**src/rtl/sram_rd_arbiter.sv**
```systemverilog
// Two-master AXI4-Lite read-channel arbiter sharing one SRAM read port.
// One read in flight at a time; the address phase to the SRAM is registered.
module sram_rd_arbiter #(
    parameter int ADDR_W = 32,
    parameter int DATA_W = 64,
    parameter bit RR_EN  = 1'b1
) (
    input  logic              aclk,
    input  logic              aresetn,
    input  logic [ADDR_W-1:0] m0_araddr,
    input  logic              m0_arvalid,
    output logic              m0_arready,
    output logic [DATA_W-1:0] m0_rdata,
    output logic [1:0]        m0_rresp,
    output logic              m0_rvalid,
    input  logic              m0_rready,
    input  logic [ADDR_W-1:0] m1_araddr,
    input  logic              m1_arvalid,
    output logic              m1_arready,
    output logic [DATA_W-1:0] m1_rdata,
    output logic [1:0]        m1_rresp,
    output logic              m1_rvalid,
    input  logic              m1_rready,
    output logic [ADDR_W-1:0] s_araddr,
    output logic              s_arvalid,
    input  logic              s_arready,
    input  logic [DATA_W-1:0] s_rdata,
    input  logic [1:0]        s_rresp,
    input  logic              s_rvalid,
    output logic              s_rready
);

    typedef enum logic [1:0] {
        IDLE = 2'd0,
        ADDR = 2'd1,
        DATA = 2'd2
    } state_e;

    state_e            state_q, state_d;
    logic              gnt_q, gnt_d;
    logic              last_q, last_d;
    logic [ADDR_W-1:0] addr_q, addr_d;
    logic              pick_m1;
    logic              rready_sel;

    // last_q == 0 means m0 was served last (or nobody yet), so m1 goes first
    always_comb begin
        pick_m1 = m1_arvalid & (~m0_arvalid | ~RR_EN | ~last_q);
    end

    always_ff @(posedge aclk or negedge aresetn) begin
        if (!aresetn) begin
            state_q <= IDLE;
            gnt_q   <= 1'b0;
            last_q  <= 1'b0;
            addr_q  <= '0;
        end else begin
            state_q <= state_d;
            gnt_q   <= gnt_d;
            last_q  <= last_d;
            addr_q  <= addr_d;
        end
    end

    always_comb begin
        state_d    = state_q;
        gnt_d      = gnt_q;
        last_d     = last_q;
        addr_d     = addr_q;
        m0_arready = 1'b0;
        m1_arready = 1'b0;
        m0_rvalid  = 1'b0;
        m0_rdata   = '0;
        m0_rresp   = '0;
        m1_rvalid  = 1'b0;
        m1_rdata   = '0;
        m1_rresp   = '0;
        rready_sel = 1'b0;

        unique case (state_q)
            IDLE: begin
                if (m0_arvalid || m1_arvalid) begin
                    gnt_d      = pick_m1;
                    last_d     = pick_m1;
                    addr_d     = pick_m1 ? m1_araddr : m0_araddr;
                    m0_arready = ~pick_m1;
                    m1_arready = pick_m1;
                    state_d    = ADDR;
                end
            end
            ADDR: begin
                if (s_arready) begin
                    state_d = DATA;
                end
            end
            DATA: begin
                if (gnt_q) begin
                    m1_rvalid  = s_rvalid;
                    m1_rdata   = s_rdata;
                    m1_rresp   = s_rresp;
                    rready_sel = m1_rready;
                end else begin
                    m0_rvalid  = s_rvalid;
                    m0_rdata   = s_rdata;
                    m0_rresp   = s_rresp;
                    rready_sel = m0_rready;
                end
                if (s_rvalid && rready_sel) begin
                    state_d = IDLE;
                end
            end
            default: begin
                state_d = IDLE;
            end
        endcase
    end

    assign s_arvalid = (state_q == ADDR);
    assign s_araddr  = addr_q;
    assign s_rready  = rready_sel;

endmodule

```
**config.mk**
```make
export PLATFORM = sky130hd
export DESIGN_NAME = sram_rd_arbiter
export DESIGN_NICKNAME = d
export VERILOG_FILES = /design/src/rtl/sram_rd_arbiter.sv
export SDC_FILE = /design/constraint.sdc
export NUM_CORES = 1
export LEC_CHECK = 0
export CAP_MARGIN = 0
export CORE_AREA = 2 2 119 121
export CTS_BUF_LIST = sky130_fd_sc_hd__clkbuf_4 sky130_fd_sc_hd__clkbuf_8
export DETAILED_ROUTE_END_ITERATION = 10
export DIE_AREA = 0 0 121 123
export GPL_ROUTABILITY_DRIVEN = 1
export GPL_TIMING_DRIVEN = 1
export SLEW_MARGIN = 40
export SYNTH_ARGS = -nofsm -noshare
export SYNTH_HDL_FRONTEND = slang
export SYNTH_SLANG_ARGS = --single-unit
export TNS_END_PERCENT = 100
```
**constraint.sdc**
```tcl
create_clock -name aclk -period 2.45 [get_ports aclk]
set_clock_uncertainty 0.2 [all_clocks]
set_input_delay 0.49 -clock aclk [delete_from_list [all_inputs] [get_ports aclk]]
set_output_delay 0.49 -clock aclk [all_outputs]
set_load 0.02 [all_outputs]
```
Yosys cells after proc, flatten, opt, wreduce, memory -nomap -nowiden. Cells that the tools add are included.

Bits in registers: 35. Bits of input ports: 138. Output and inout port bits: 170. Word-level logic and storage cells: 42.

Equality and inequality tests: 5. Mux-type cells: 24. Bitwise gates (word level): 5. Reductions and logical operators: 5.

Operators by type and width (number): 64-bit two-way mux (4); 32-bit two-way mux (1); 2-bit two-way mux (7); 1-bit two-way mux (11); 2-bit one-hot mux with 3 select lines (1); 2-bit inequality test (second input constant) (2); 1-bit inverter (3); 3-bit AND reduction (1); 2-bit by 1-bit equality test with 1-bit output (second input constant) (1); 2-bit equality test (second input constant) (1); 2-bit logical NOT (1); 2-bit by 1-bit inequality test with 1-bit output (second input constant) (1); 2-bit AND reduction (1); 1-bit bitwise AND (1); 1-bit logical AND (1); 1-bit logical OR (1); 1-bit OR (1).

Logic depth before layout (Yosys ltp).
Depth in word-level cells: 6. Mapped depth: 5. Mapped depth without buffers: 4.

Worst setup path after synthesis. No wires, ideal clock.

Path kind: input to output. Start point: in m1_arvalid. End point: out m1_arready. Arrival time: 1.518 ns. Required time: 1.760 ns. Slack: 0.242 ns. Stages: 4. Path buffers: 2. Cell sequence: a21bo_1 buf_6 buf_6 nor3_1.

Cells in the longest elaborated chain, start to end: 3. Elaborated cells between the ends (all ways): 4. Classes of those cells: mux: 2; bitwise: 1; reduce/logical: 1.

Ends and longest elaborated chain: from (decl) (RTL line 18) `input logic m1_arvalid,`; 1-bit bitwise AND / 1-bit logical OR (equally long branches) (RTL line 48, 82); 1-bit two-way mux (*) (RTL line 82) `if (m0_arvalid || m1_arvalid) begin`; 1-bit two-way mux (*) (RTL line 80) `unique case (state_q)`; to (decl) (RTL line 19) `output logic m1_arready,`.

Every way passes the cells marked *; elsewhere a longest branch is shown, timed or not.

Final worst setup path.
Start point: reg state_q[0]. End point: out m0_rdata[41].

Cells in the longest elaborated chain, start to end: 2.

Ends and longest elaborated chain: from (decl) (RTL line 39) `state_e state_q, state_d;`; from (signal assigned) (RTL line 58) `state_q <= state_d;`; 2-bit equality test (RTL line 80); 64-bit two-way mux (RTL line 80); to (decl) (RTL line 13) `output logic [DATA_W-1:0] m0_rdata,`.

No other way between the ends.

==> flow_metrics.py <==
metrics = {
    "critical_path": {
        "cp_max_fo": 30,
        "worstPathRequired_ns": 1.76,
        "critical_path_class": "flip-flop to primary output",
        "cpPeakStageDelay_ns": 0.38,
        "reg2regPathDepth": 6,
        "endpoint_kind": "primary output",
        "start_kind": "flip-flop",
        "path_cells": "nand2b_4 -> nor2_4 -> buf_12 -> and2_1 -> clkdlybuf4s15_1",
        "crit_arrival_ns": 1.69,
        "cp_slowest_cell": "dfrtp_1",
    },
    "grt": {
        "gr-usage-all-layers": 0.1708,
        "grt_start_max_net_pins": 36,
        "grt-ovfl-total": 0,
        "grt_pass1_vias": 3397,
        "antenna_found_initial": 1,
        "grt_pass1_wl_um": 19620,
    },
    "synth": {
        "yosysUniqueCellTypes": 21,
        "synth_warnings": 0,
        "netlist_area_um2": 2880,
        "syn_inst": 274,
        "synth.top_cells.by_count": "135 x and2_1, 54 x mux2_4, 35 x dfrtp_1, 12 x clkbuf_1, 8 x mux2_2",
        "synthArstFlopShare": 1.000,
        "synth_top_area_share": 0.3041,
        "netlist.top_cell.by_area": "dfrtp_1",
        "ys_seq_elements": 35,
        "synth_flop_cell": "dfrtp_1",
        "syn_avg_cell_area_um2": 10.51,
        "synth.net_count": 412,
        "ys_seq_area_frac": 0.3041,
        "synth_area_leaders": "dfrtp_1 30%, and2_1 29%, mux2_4 28%",
        "synth_most_common_cell": "and2_1",
        "synth_edf_count": 0,
    },
    "place": {
        "io_buffers": 307,
        "place_area_um2": 6192,
        "gp_congestion": 0.8083,
        "place_inst": 754,
        "dpl.hpwl_um": 10540,
        "dp_slack_ns": -0.3122,
    },
    "cells_and_area": {
        "fin_nets": 723,
        "num_antenna_cells": 0,
        "final_cells": 766,
        "area_growth_pct": 107.6,
        "multiInputGateArea_um2": 1898,
        "regArea_um2": 875.8,
        "fillCellCount": 1334,
        "drive_above_1_share": 0.3669,
        "design_area_um2": 5979,
    },
    "timing": {
        "finalSetupViolCount": 0,
        "finalCritPeriodShare": 0.9706,
        "worst_slack_ns": 0.07193,
        "layout_min_cycle_time_ns": 2.378,
        "final_max_slew_viol_count": 0,
        "rsz0062_at_grt": "yes",
        "maxSlewHeadroom": 0.6261,
        "worst_pin_slew_ns": 0.5609,
        "max_freq_ghz": 0.4205,
        "hold_violations": 0,
    },
    "cts": {
        "clock_sinks": 35,
        "cts_buffers": 5,
        "cts_root_buf": "clkbuf_8",
        "cts_tree": "built",
        "h-tree-depth": 2,
        "clkTransAtPathRegs_ns": 0.06,
        "clkLatencyLatePin_ns": 0.27,
        "clock_tree.buffer_depth": 2,
    },
    "detailed_routing": {
        "wl_per_cell_um": 17.40,
        "drc": 0,
        "first_pass_iters": 4,
        "drtAntennaViolNets": 0,
        "viasPerCell": 4.103,
        "wl_um": 13330,
        "drt-initial-drc-count": 70,
        "via_count": 3143,
    },
    "floorplanning": {
        "start_util": 0.2116,
        "core_area_um2": 13610,
        "dieArea_um2": 14880,
        "die_y_um": 123,
        "ios": 308,
        "die_w_um": 121,
        "row_count": 43,
    },
    "worst_hold_path": {
        "hold_path.class": "flip-flop to flip-flop",
        "hold_depth": 1,
    },
    "job": {
        "cap_violations": 0,
    },
    "run_status": {
        "status": "finished clean",
    },
    "pwr": {
        "ir_drop_mv": 0.3928,
        "p_leak_nw": 2.871,
        "power_density_nw_per_um2": 839.0,
    },
}
critical path, delay by kind of cell (launching register included):
kind	cells	cell delay, ns
AND/OR/NAND/NOR	3	0.52
buffers and inverters	2	0.50
flip-flops	1	0.38
power by group:
part	total (W)	internal (W)	switching [W]
clock network	0.000415	0.000221	0.000193
logic	0.00356	0.00187	0.00169
registers	0.00104	0.000878	0.000164
total	0.00502	0.00297	0.00204
layout by cell type (no fill, tap or decap):
cell,synthesis,layout
a21bo_2,0,1
a21o_1,1,1
a221o_1,1,1
and2_1,135,135
and4b_1,1,1
buf_12,2,5
buf_16,0,2
buf_2,5,27
buf_4,0,19
clkbuf_2,0,59
clkbuf_4,0,2
clkbuf_8,0,5
clkdlybuf4s15_1,0,6
clkdlybuf4s15_2,0,27
clkdlybuf4s50_1,0,168
clkinv_2,0,1
dfrtp_1,35,35
dlygate4sd2_1,0,10
dlygate4sd3_1,0,1
dlymetal6s2s_1,0,1
inv_1,2,2
mux2_2,8,8
mux2_4,54,54
mux2i_1,1,1
nand2_1,1,1
nand2b_1,2,1
nand2b_4,0,1
nor2_1,5,3
nor2_4,0,2
nor2b_1,1,1
nor3_2,1,1
nor3_4,0,1
o21ai_0,3,3
flip-flops by register name, summed over array words and instances, names as in the netlist:
name / cells
last_q: 1
s_araddr: 32
state_q: 2
per-layer routing:
| metal | part of all wire | global-route usage | vias up |
|---|---|---|---|
| met5 | 0.00098 | 0 | - |
| met4 | 0.014 | 0.03125 | 2 |
| met3 | 0.099 | 0.05950 | 15 |
| li1 | - | - | 1508 |
| met1 | 0.39 | 0.2052 | 1458 |
| met2 | 0.50 | 0.2978 | 160 |
layout make-up:
class	count	share of cell area
repair buffers	325	0.4823
multi-input cells	216	0.3174
flip-flops and latches	35	0.1465
well taps	180	0.03766
clock buffers	7	0.01402
inverters	2	0.001255
clock inverters	1	0.0008370
worst paths after layout:
check / slack [ns] / startpoint / endpoint
min in group asynchronous: 0.52 / aresetn / s_araddr[5]
worst max-delay path: 0.07 / state_q[0] / m0_rdata[41]
worst min register to register: 0.31 / s_araddr[22] / s_araddr[22]
max in group asynchronous: 1.21 / aresetn / state_q[0]
worst min-delay path: 0.31 / s_araddr[22] / s_araddr[22]
worst max register to register: 0.40 / last_q / s_araddr[1]
through the flow:
step | utilization | hold WS (ns) | TNS, ns | power [W]
after floorplan | - | -0.005591 | 0 | 0.003010
after global placement | 0.4549 | 0.2909 | -0.7333 | 0.004728
after detailed placement | 0.4549 | 0.2918 | -1.073 | 0.004743
after CTS | 0.4541 | 0.1224 | 0 | 0.005128
after global routing | 0.4393 | 0.3296 | -0.03857 | 0.005319
final | 0.4393 | 0.3091 | 0 | 0.005017
logic make-up (layout without fill, tap and decap cells):
logic type	Yosys count	count (layout)	share of synthesized area
AND/OR/NAND/NOR	147	147	0.3162
multiplexers	63	63	0.3162
flip-flops	35	35	0.3041
buffers and inverters	23	335	0.04865
AO/OA/AOI/OAI	6	6	0.01477
repair_timing:
item	CTS	global route
setup endpoints to repair	131	80
setup buffers	1	0
hold buffers	0	1
hold endpoints to repair	0	13
pin swaps	1	0
resized for setup	278	129
gates cloned	2	0
(Power assumes the default switching activity.)
